[src/rtl/prog_loader_pkg.sv]
// prog_loader_pkg: shared types and constants for the boot-time program loader.
//   loader_state_t : load FSM states, from length header through checksum to RUN/ERROR
//   LEN_BYTES      : bytes in the big-endian word-count header
//   CK_BYTES       : bytes in the big-endian trailing checksum
//   CK_WIDTH       : checksum / memory word width
//   takes_bytes()  : true in every state that consumes stream bytes
package prog_loader_pkg;

  typedef enum logic [2:0] {
    ST_LEN_HI,
    ST_LEN_LO,
    ST_DATA_HI,
    ST_DATA_LO,
    ST_CK_HI,
    ST_CK_LO,
    ST_RUN,
    ST_ERROR
  } loader_state_t;

  localparam int LEN_BYTES = 2;
  localparam int CK_BYTES  = 2;
  localparam int CK_WIDTH  = 16;

  function automatic logic takes_bytes(input loader_state_t s);
    return (s != ST_RUN) && (s != ST_ERROR);
  endfunction

endpackage

[src/rtl/byte_pair_packer.sv]
// byte_pair_packer: joins a big-endian byte pair into one word.
//   clk, rst   : clock, asynchronous active-high reset
//   hi_en      : high byte of a pair accepted this cycle
//   lo_en      : low byte of a pair accepted this cycle
//   byte_in    : stream byte
//   word       : {stored high byte, current byte}, meaningful while lo_en
//   word_valid : one-cycle strobe on the low-byte accept
module byte_pair_packer
  import prog_loader_pkg::*;
(
  input  logic                clk,
  input  logic                rst,
  input  logic                hi_en,
  input  logic                lo_en,
  input  logic [7:0]          byte_in,
  output logic [CK_WIDTH-1:0] word,
  output logic                word_valid
);

  logic [7:0] hi_q;

  always_ff @(posedge clk or posedge rst) begin
    if (rst)
      hi_q <= '0;
    else if (hi_en)
      hi_q <= byte_in;
  end

  // The low byte is used straight from the stream so the full word is
  // available in the same cycle it is accepted.
  assign word       = {hi_q, byte_in};
  assign word_valid = lo_en;

endmodule

[src/rtl/prog_loader.sv]
// prog_loader: loads a length-prefixed, checksummed image from a byte stream
// into the core's 16-bit memory, then releases the core and hands it the port.
//   clk, rst                       : clock, asynchronous active-high reset
//   in_valid, in_data, in_ready    : byte stream handshake
//   cpu_addr, cpu_we, cpu_wdata    : core memory port (used only in RUN)
//   mem_addr, mem_we, mem_wdata    : memory port
//   cpu_rst                        : core reset, released once the image verifies
//   done                           : image loaded and checksum matched
//   error                          : bad length or checksum mismatch
module prog_loader
  import prog_loader_pkg::*;
#(
  parameter logic [15:0] BASE_ADDR = 16'h0000,
  parameter int          MAX_WORDS = 256
) (
  input  logic        clk,
  input  logic        rst,
  input  logic        in_valid,
  input  logic [7:0]  in_data,
  output logic        in_ready,
  input  logic [15:0] cpu_addr,
  input  logic        cpu_we,
  input  logic [15:0] cpu_wdata,
  output logic [15:0] mem_addr,
  output logic        mem_we,
  output logic [15:0] mem_wdata,
  output logic        cpu_rst,
  output logic        done,
  output logic        error
);

  localparam logic [16:0] MAX_N = 17'(MAX_WORDS);

  loader_state_t       state, next_state;
  logic                accept, hi_en, lo_en;
  logic [CK_WIDTH-1:0] word;
  logic                word_valid;
  logic [15:0]         len_q, idx_q, next_idx;
  logic [CK_WIDTH-1:0] sum_q;
  logic                wr_we_q;
  logic [15:0]         wr_addr_q, wr_data_q;

  assign in_ready = takes_bytes(state);
  assign accept   = in_valid && in_ready;
  assign hi_en    = accept && (state inside {ST_LEN_HI, ST_DATA_HI, ST_CK_HI});
  assign lo_en    = accept && (state inside {ST_LEN_LO, ST_DATA_LO, ST_CK_LO});
  assign next_idx = idx_q + 16'd1;

  // Length header, data words and checksum all share one pair packer.
  byte_pair_packer u_packer (
    .clk        (clk),
    .rst        (rst),
    .hi_en      (hi_en),
    .lo_en      (lo_en),
    .byte_in    (in_data),
    .word       (word),
    .word_valid (word_valid)
  );

  always_ff @(posedge clk or posedge rst) begin
    if (rst)
      state <= ST_LEN_HI;
    else
      state <= next_state;
  end

  always_comb begin
    next_state = state;
    if (accept) begin
      unique case (state)
        ST_LEN_HI:  next_state = ST_LEN_LO;
        ST_LEN_LO: begin
          if ({1'b0, word} > MAX_N)
            next_state = ST_ERROR;
          else if (word == 16'd0)
            next_state = ST_CK_HI;
          else
            next_state = ST_DATA_HI;
        end
        ST_DATA_HI: next_state = ST_DATA_LO;
        // len_q >= 1 here, so comparing the post-increment index finds the Nth word.
        ST_DATA_LO: next_state = (next_idx == len_q) ? ST_CK_HI : ST_DATA_HI;
        ST_CK_HI:   next_state = ST_CK_LO;
        ST_CK_LO:   next_state = (word == sum_q) ? ST_RUN : ST_ERROR;
        default:    next_state = state;
      endcase
    end
  end

  // Word index, running sum and the registered write launched one cycle
  // after each data word completes.
  always_ff @(posedge clk or posedge rst) begin
    if (rst) begin
      len_q     <= '0;
      idx_q     <= '0;
      sum_q     <= '0;
      wr_we_q   <= 1'b0;
      wr_addr_q <= '0;
      wr_data_q <= '0;
    end else begin
      wr_we_q <= 1'b0;
      if (lo_en && state == ST_LEN_LO)
        len_q <= word;
      if (word_valid && state == ST_DATA_LO) begin
        wr_we_q   <= 1'b1;
        wr_addr_q <= BASE_ADDR + idx_q;
        wr_data_q <= word;
        idx_q     <= next_idx;
        sum_q     <= sum_q + word;
      end
    end
  end

  // The core owns the memory port only once the image has verified.
  always_comb begin
    mem_addr  = wr_addr_q;
    mem_wdata = wr_data_q;
    mem_we    = wr_we_q && (state != ST_ERROR);
    if (state == ST_RUN) begin
      mem_addr  = cpu_addr;
      mem_we    = cpu_we;
      mem_wdata = cpu_wdata;
    end
  end

  assign cpu_rst = (state != ST_RUN);
  assign done    = (state == ST_RUN);
  assign error   = (state == ST_ERROR);

endmodule

[config.mk]
export PLATFORM = sky130hd
export DESIGN_NAME = prog_loader
export DESIGN_NICKNAME = d
export VERILOG_FILES = /design/src/rtl/prog_loader_pkg.sv /design/src/rtl/byte_pair_packer.sv /design/src/rtl/prog_loader.sv
export SDC_FILE = /design/constraint.sdc
export NUM_CORES = 1
export LEC_CHECK = 0
export ABC_AREA = 0
export CORE_MARGIN = 2
export CORE_UTILIZATION = 50
export DETAILED_ROUTE_END_ITERATION = 16
export PLACE_DENSITY = 0.77
export RECOVER_POWER = 50
export SETUP_SLACK_MARGIN = 0.15
export SLEW_MARGIN = 20
export SYNTH_ARGS = -nofsm -noshare
export SYNTH_HDL_FRONTEND = slang
export SYNTH_HIERARCHICAL = 1
export SYNTH_SLANG_ARGS = --single-unit
[constraint.sdc]
create_clock -name clk -period 2.6 [get_ports clk]
set_input_delay 0.65 -clock clk [delete_from_list [all_inputs] [get_ports clk]]
set_output_delay 0.65 -clock clk [all_outputs]
set_load 0.02 [all_outputs]
==> results of run 1 <==
==> Yosys cell counts, types with 2 or more instances <==
master | instances | share of area, %
ha_1 | 16 | 3.6
buf_1 | 4 | 0.27
xnor2_1 | 25 | 3.9
a31oi_1 | 8 | 0.89
a211o_1 | 3 | 0.47
a21boi_0 | 2 | 0.27
mux2_4 | 9 | 2.4
nor2b_1 | 3 | 0.33
nand4_1 | 7 | 0.78
buf_6 | 6 | 1.2
a211oi_1 | 4 | 0.53
nand3_4 | 2 | 0.62
buf_2 | 3 | 0.27
o21ai_0 | 23 | 2.0
inv_1 | 11 | 0.73
clkbuf_1 | 19 | 1.3
nor3_1 | 13 | 1.2
o21bai_1 | 2 | 0.27
o32ai_1 | 3 | 0.47
nor4_1 | 12 | 1.3
o21a_1 | 3 | 0.40
and3_1 | 9 | 1.0
or3_1 | 2 | 0.22
o211ai_1 | 3 | 0.40
a21o_1 | 7 | 0.93
or2_2 | 3 | 0.33
nand2b_1 | 7 | 0.78
nor2_1 | 27 | 1.8
buf_4 | 13 | 1.7
mux2i_1 | 3 | 0.53
xor2_1 | 17 | 2.6
nand2_1 | 230 | 15
mux2_2 | 16 | 3.2
dfrtp_1 | 92 | 41
nand3_1 | 12 | 1.1
a21oi_1 | 12 | 1.1
==> power groups by stage <==
stage	Sequential (mW)	Clock [mW]	Combinational [mW]
after CTS	2.32	1.39	3.89
after floorplan	2.17	0	2.58
after detailed placement	2.35	0	3.89
after global placement	2.32	0	3.78
final	2.34	1.38	3.93
after global routing	2.39	1.45	4.32
==> final cells by class <==
cell class | instances | area (um^2)
Fill cell | 918 | 3660
Multi-Input combinational cell | 505 | 3100
Sequential cell | 92 | 2300
Timing Repair Buffer | 150 | 1340
Clock buffer | 12 | 256
Tap cell | 140 | 175
Clock inverter | 4 | 55.1
Inverter | 11 | 42.5
==> metrics by stage <==
stage                     setup slack (ns)  instances  total power, mW  TNS [ns]  hold WS, ns
after floorplan                      0.165        655             4.75         0        0.446
after global placement              -0.292        896             6.10     -3.22        0.459
after detailed placement            -0.346        896             6.24     -4.38        0.465
after CTS                           0.0718        913             7.61         0        0.481
after global routing                 0.114        914             8.16         0        0.497
final                                0.225        914             7.65         0        0.481
==> registers in the layout, summed over array words and instances, names as in the netlist <==
| register | flops |
|---|---|
| wr_data_q | 16 |
| wr_we_q | 1 |
| state | 3 |
| sum_q | 16 |
| idx_q | 16 |
| len_q | 16 |
| wr_addr_q | 16 |
| u_packer/hi_q | 8 |
==> worst min-delay path by stage <==
stage / end / slack, ns / depth (start not counted)
floorplan: wr_data_q[0] / 0.45 / 2
global placement: wr_addr_q[4] / 0.46 / 2
detailed placement: wr_addr_q[6] / 0.47 / 2
CTS: wr_addr_q[6] / 0.48 / 2
global route: wr_addr_q[14] / 0.50 / 2
finish: wr_data_q[15] / 0.48 / 2
==> logic make-up after synthesis <==
| kind of cell | synth area share, % |
|---|---|
| XOR/XNOR | 6.53 |
| multiplexers | 6.13 |
| AND/OR/NAND/NOR | 26.8 |
| adder cells (fa/ha/maj) | 3.91 |
| flip-flops | 40.9 |
| AO/OA/AOI/OAI | 9.75 |
| buffers and inverters | 5.97 |
==> routing by layer <==
layer,vias to the layer above,GRT usage (%),share of wire [%]
met2,140,46.6,50
met3,29,3.64,5.0
met4,0,11.0,2.7
li1,2436,-,-
met1,2365,31.2,42
met5,-,0,0
==> worst max-delay path: stages, from the launching register on <==
cell and delay, ns:
dfrtp_1 0.39, buf_4 0.18, nand2_1 0.16, clkdlybuf4s50_1 0.64
==> repair_timing <==
action / 4_1_cts / 5_1_grt
endpoints found under the setup margin: 43 / 45
setup buffers: 1 / 1
pin swaps: 4 / 10
gates resized for setup: 105 / 28
==> summary.md, run 1 <==
| Metric | Value |
|---|---|
| Internal power | `4.48 mW` |
| CP endpoint | `in_ready` |
| Worst-Margin Slew | `0.937 ns` |
| Area Growth Syn to Fin | `29.2%` |
| Placeable Area | `0.0109 mm^2` |
| Critical Path Start | `state[1]` |
| Clock Power Share | `18.0%` |
| Initial core utilization | `51.5%` |
| Antenna Cells | `0` |
| DIE WIDTH | `110 um` |
| DR vias | `4,970` |
| EDFF count, synth | `0` |
| CP required | `1.95 ns` |
| PD cells | `1050 mW/mm^2` |
| Overall Global Routing Usage | `26.0%` |
| VDD IR max | `0.633 mV` |
| PortBufs | `80` |
| Synth async-reset ratio | `100%` |
| Full die area | `0.0121 mm^2` |
| Routed WL | `14,600 um` |
| Switching power | `3.17 mW` |
| RSZ-0062 raised after global routing | `no` |
| Final Skew | `0.00520 ns` |
| Switching share of total power | `41.4%` |
| Largest net degree at the start of global routing | `64` |
| Max-capacitance violation count | `0` |
| Share of cells above drive strength 1 | `21.8%` |
| F_max | `421 MHz` |
| Yosys cell types | `60` |
| # IOs | `81` |
| DRC viols | `0` |
| Worst-path clk slew | `0.06 ns` |
| CP Launch Type | `flip-flop` |
| Vias in the first global route | `5,013` |
| Synth Warn # | `6` |
| Reg2reg end | `state[1]` |
| Initial detailed-routing violation count | `261` |
| Hold Crit Start | `wr_data_q[15]` |
| Worst-case reg-to-reg path depth | `7` |
| Logic pwr share | `51.4%` |
| Hold WC Path Type | `reg2reg` |
| Outcome | `completed` |
| Post-Synthesis Cells | `655` |
| Post-Syn Area | `0.00563 mm^2` |
| Slew margin rel. | `37.5%` |
| GR Overflow Total | `0` |
| Worst setup EP type | `primary output` |
| Critical R2R Launch | `idx_q[1]` |
| Worst skew pair latency | `0.35 ns` |
| Util after Layout | `66.6%` |
| Final instance area | `0.00728 mm^2` |
| CTS tree | `built` |
| Avg Cell Area, Syn | `8.60 um^2` |
| Worst-case register-to-register setup slack | `0.27 ns` |
| Post-route ant nets | `0` |
| Router iterations before antenna repair | `5` |
| Sequential share of power | `30.6%` |
| Hpwl dp | `10,800 um` |
| Leakage power | `3.50 nW` |
| Syn_nets | `716` |
| Final setup violation count | `0` |
| Period Utilization, post-route | `91.3%` |
| Final Hold Vio Count | `0` |
| Kind of critical path | `reg2out` |
| H-tree depth | `3` |
| Slew Viols, Final | `0` |
| Most frequent cells in the layout | `nand2_1 (229), dfrtp_1 (91), buf_4 (62)` |
| Leading cell type in the layout, fill and taps excluded | `nand2_1` |
| Crit path DAT | `1.72 ns` |
| Post-synthesis sequential area ratio | `40.9%` |
| Placer Congestion | `0.963` |
| Area after DPL | `0.00689 mm^2` |
| Synth Register Bits | `92` |
| Num rows | `38` |
| Average wire per standard cell | `15.9 um` |
| Initial antenna violation count | `0` |
| Root Buffer | `clkbuf_16` |
| Die Span Y | `110 um` |
| First-pass GRT wire length | `24,200 um` |
| CTS Hold Bufs | `0` |
| Ys flop type | `dfrtp_1` |
| CTS Buf Count | `9` |
| Final #Nets | `830` |
| Minimum clock period | `2.37 ns` |
| Crit path max fanout | `9` |
| CTS max path bufs | `2` |
| Vias/cell | `5.44` |
| Clock sink count | `92` |
(Power assumes the default switching activity.)
==> run 2, diff against run 1 <==
Settings changed: CORE_UTILIZATION 50 to 49, SKIP_CTS_REPAIR_TIMING set to 1, SYNTH_HIERARCHICAL 1 to not set.
==> summary.md, run 2 <==
| Metric | Value |
|---|---|
| Router iterations before antenna repair | `5` |
| F_max | `398 MHz` |
| Average wire per standard cell | `17.0 um` |
| Hold Crit Start | `wr_data_q[15]` |
| CTS max path bufs | `2` |
| Minimum clock period | `2.51 ns` |
| Synth Area in Compound Gates | `9.23%` |
| GR Overflow Total | `0` |
| Synth async-reset ratio | `100%` |
| EDFF count, synth | `0` |
| Critical Path Start | `state[1]` |
| Synth top cells by count | `nand2_1 (226), dfrtp_1 (92), mux2_2 (25), xnor2_1 (25)` |
| Root Buffer | `clkbuf_8` |
| CP required | `1.95 ns` |
| Crit path DAT | `1.86 ns` |
| Ys flop type | `dfrtp_1` |
| Leading cell type in the layout, fill and taps excluded | `nand2_1` |
| Placer Congestion | `0.904` |
| RSZ-0062 raised after global routing | `yes` |
| Vias in the first global route | `4,517` |
| Final worst slack | `0.0886 ns` |
| DRC viols | `0` |
| Synth Warn # | `0` |
| Worst-Margin Slew | `1.15 ns` |
| Syn_nets | `649` |
| Pwr Total | `3.06 mW` |
| Synth area leaders | `dfrtp_1 (45%), nand2_1 (16%), mux2_2 (5.4%)` |
| Post-Synthesis Cells | `588` |
| Dpl cells | `817` |
| Avg Cell Area, Syn | `8.79 um^2` |
| Kind of critical path | `reg2out` |
| Final Hold Vio Count | `0` |
| Vias/cell | `5.43` |
| Final #Nets | `762` |
| H-tree depth | `3` |
| CTS Buf Count | `9` |
| Worst setup EP type | `primary output` |
| Cell with the most instances after synthesis | `nand2_1` |
| Post-route ant nets | `0` |
| Largest net degree at the start of global routing | `40` |
| Initial core utilization | `50.3%` |
| Share of cells above drive strength 1 | `25.2%` |
| Clock sink count | `92` |
| Worst-path clk slew | `0.09 ns` |
| Placeable Area | `0.0103 mm^2` |
| Final setup violation count | `0` |
| DR vias | `4,572` |
| Placement Setup Slack | `-0.229 ns` |
| Initial antenna violation count | `0` |
| Slew Viols, Final | `0` |
| Antenna Cells | `0` |
| Slew margin rel. | `22.7%` |
| Overall Global Routing Usage | `24.2%` |
| Post-synthesis sequential area ratio | `44.6%` |
| # fillers | `827` |
| Num rows | `37` |
| Synth Area in Simple Gates | `25.0%` |
| Initial detailed-routing violation count | `240` |
| Yosys cell types | `56` |
| CP Launch Type | `flip-flop` |
| Post-synthesis xor/xnor area fraction | `7.80%` |
| Post-synthesis adder-cell area fraction | `4.26%` |
| Area Growth Syn to Fin | `32.8%` |
| Full die area | `0.0114 mm^2` |
| Main combinational cell family by area after synthesis | `simple AND/OR/NAND/NOR gates` |
| PD cells | `446 mW/mm^2` |
| Finished Layout Cells | `842` |
| TNS Setup | `0 ns` |
| Period Utilization, post-route | `96.6%` |
| PortBufs | `80` |
| Die Span Y | `107 um` |
| Storage cell area | `0.00230 mm^2` |
| Post-Syn Area | `0.00517 mm^2` |
| Hold WC Path Type | `reg2reg` |
| Final instance area | `0.00686 mm^2` |
| Synth Register Bits | `92` |
| Area occupied by multi-input gates | `0.00289 mm^2` |
| Crit path max fanout | `5` |
| Leakage power | `3.46 nW` |
| Area after DPL | `0.00635 mm^2` |
| Routed WL | `14,300 um` |
| Worst skew pair latency | `0.38 ns` |
| Max-capacitance violation count | `0` |
| Final Skew | `0.0117 ns` |
| Most frequent cells in the layout | `nand2_1 (193), dfrtp_1 (91), clkdlybuf4s50_1 (40)` |
| VDD IR max | `0.354 mV` |
| CTS tree | `built` |
| Mux contribution to synthesized area | `6.03%` |
| Outcome | `completed` |
| First-pass GRT wire length | `21,700 um` |
| DIE WIDTH | `107 um` |
| Largest area contributor in the netlist | `dfrtp_1` |
| Hpwl dp | `9410 um` |
| Critical R2R Launch | `u_packer.hi_q[1]` |
| Post-synth top area share | `44.6%` |
| # IOs | `81` |
[run 2: cell count changes in the layout (fill, tap and decap cells not counted), moves of 7 or more]
cell,delta
nand2_4,+11
clkbuf_8,+7
buf_6,+23
nor2_1,-9
a21oi_1,-7
mux2_2,+9
clkdlybuf4s15_2,-29
buf_4,-26
nand2_2,+21
nand2_1,-36
[run 2: path summary, 6_finish.rpt]
check	depth (start not counted)	slack, ns	end
setup / recovery	8	0.09	mem_addr[0]
hold reg to reg	2	0.48	wr_data_q[15]
min in group asynchronous	2	0.94	wr_data_q[8]
setup reg to reg	7	0.28	sum_q[15]
max in group asynchronous	3	0.40	idx_q[0]
hold / removal	2	0.48	wr_data_q[15]
[run 2: metal layers]
metal,wire [um],GRT usage (%)
met1,6050,30.2
met4,349,9.74
met5,0,0
met3,449,3.65
met2,7460,41.9
[run 2: where the power goes]
part / internal (mW) / leakage [nW] / switching, mW / total (mW)
Sequential: 1.45 / 1.24 / 0.0397 / 1.49
Combinational: 0.266 / 2.13 / 0.285 / 0.550
Clock: 0.454 / 0.0935 / 0.563 / 1.02
Total: 2.17 / 3.46 / 0.887 / 3.06
[run 2: final cells by class]
class,instances,share of cell area (%)
Clock buffer,10,1.86
Tap cell,136,2.48
Inverter,10,0.620
Multi-Input combinational cell,460,42.1
Sequential cell,92,33.6
Timing Repair Buffer,128,18.3
Clock inverter,6,1.04
[run 2: cells by family (layout without fill, tap and decap cells)]
group                      after synthesis  in the layout
AOI/OAI and AO/OA                       70             70
buffers and inverters                   36            154
and+or+nand+nor                        299            299
muxes                                   28             28
DFF                                     92             92
adders and majority gates               17             17
xor gates and xnor gates                46             46
[run 2: through the flow]
step	util (%)	hold WS [ns]
finish	66.8	0.482
global route	66.8	0.500
CTS	63.7	0.487
detailed placement	61.7	0.463
global placement	61.7	0.459
floorplan	-	0.446
[run 2: critical path, stage by stage, from the launching register on]
cell and delay [ns]:
dfrtp_1 0.40, nand2_2 0.08, or2_4 0.14, clkinvlp_4 0.24
buf_4 0.23, clkbuf_16 0.16, nand2_4 0.07, nand2_2 0.05
buf_6 0.12
==> run 3, diff against run 2 <==
Settings changed: GPL_TIMING_DRIVEN set to 1.
==> results of run 3 <==
Final layout, timing and power as in run 2 (identical DEF).
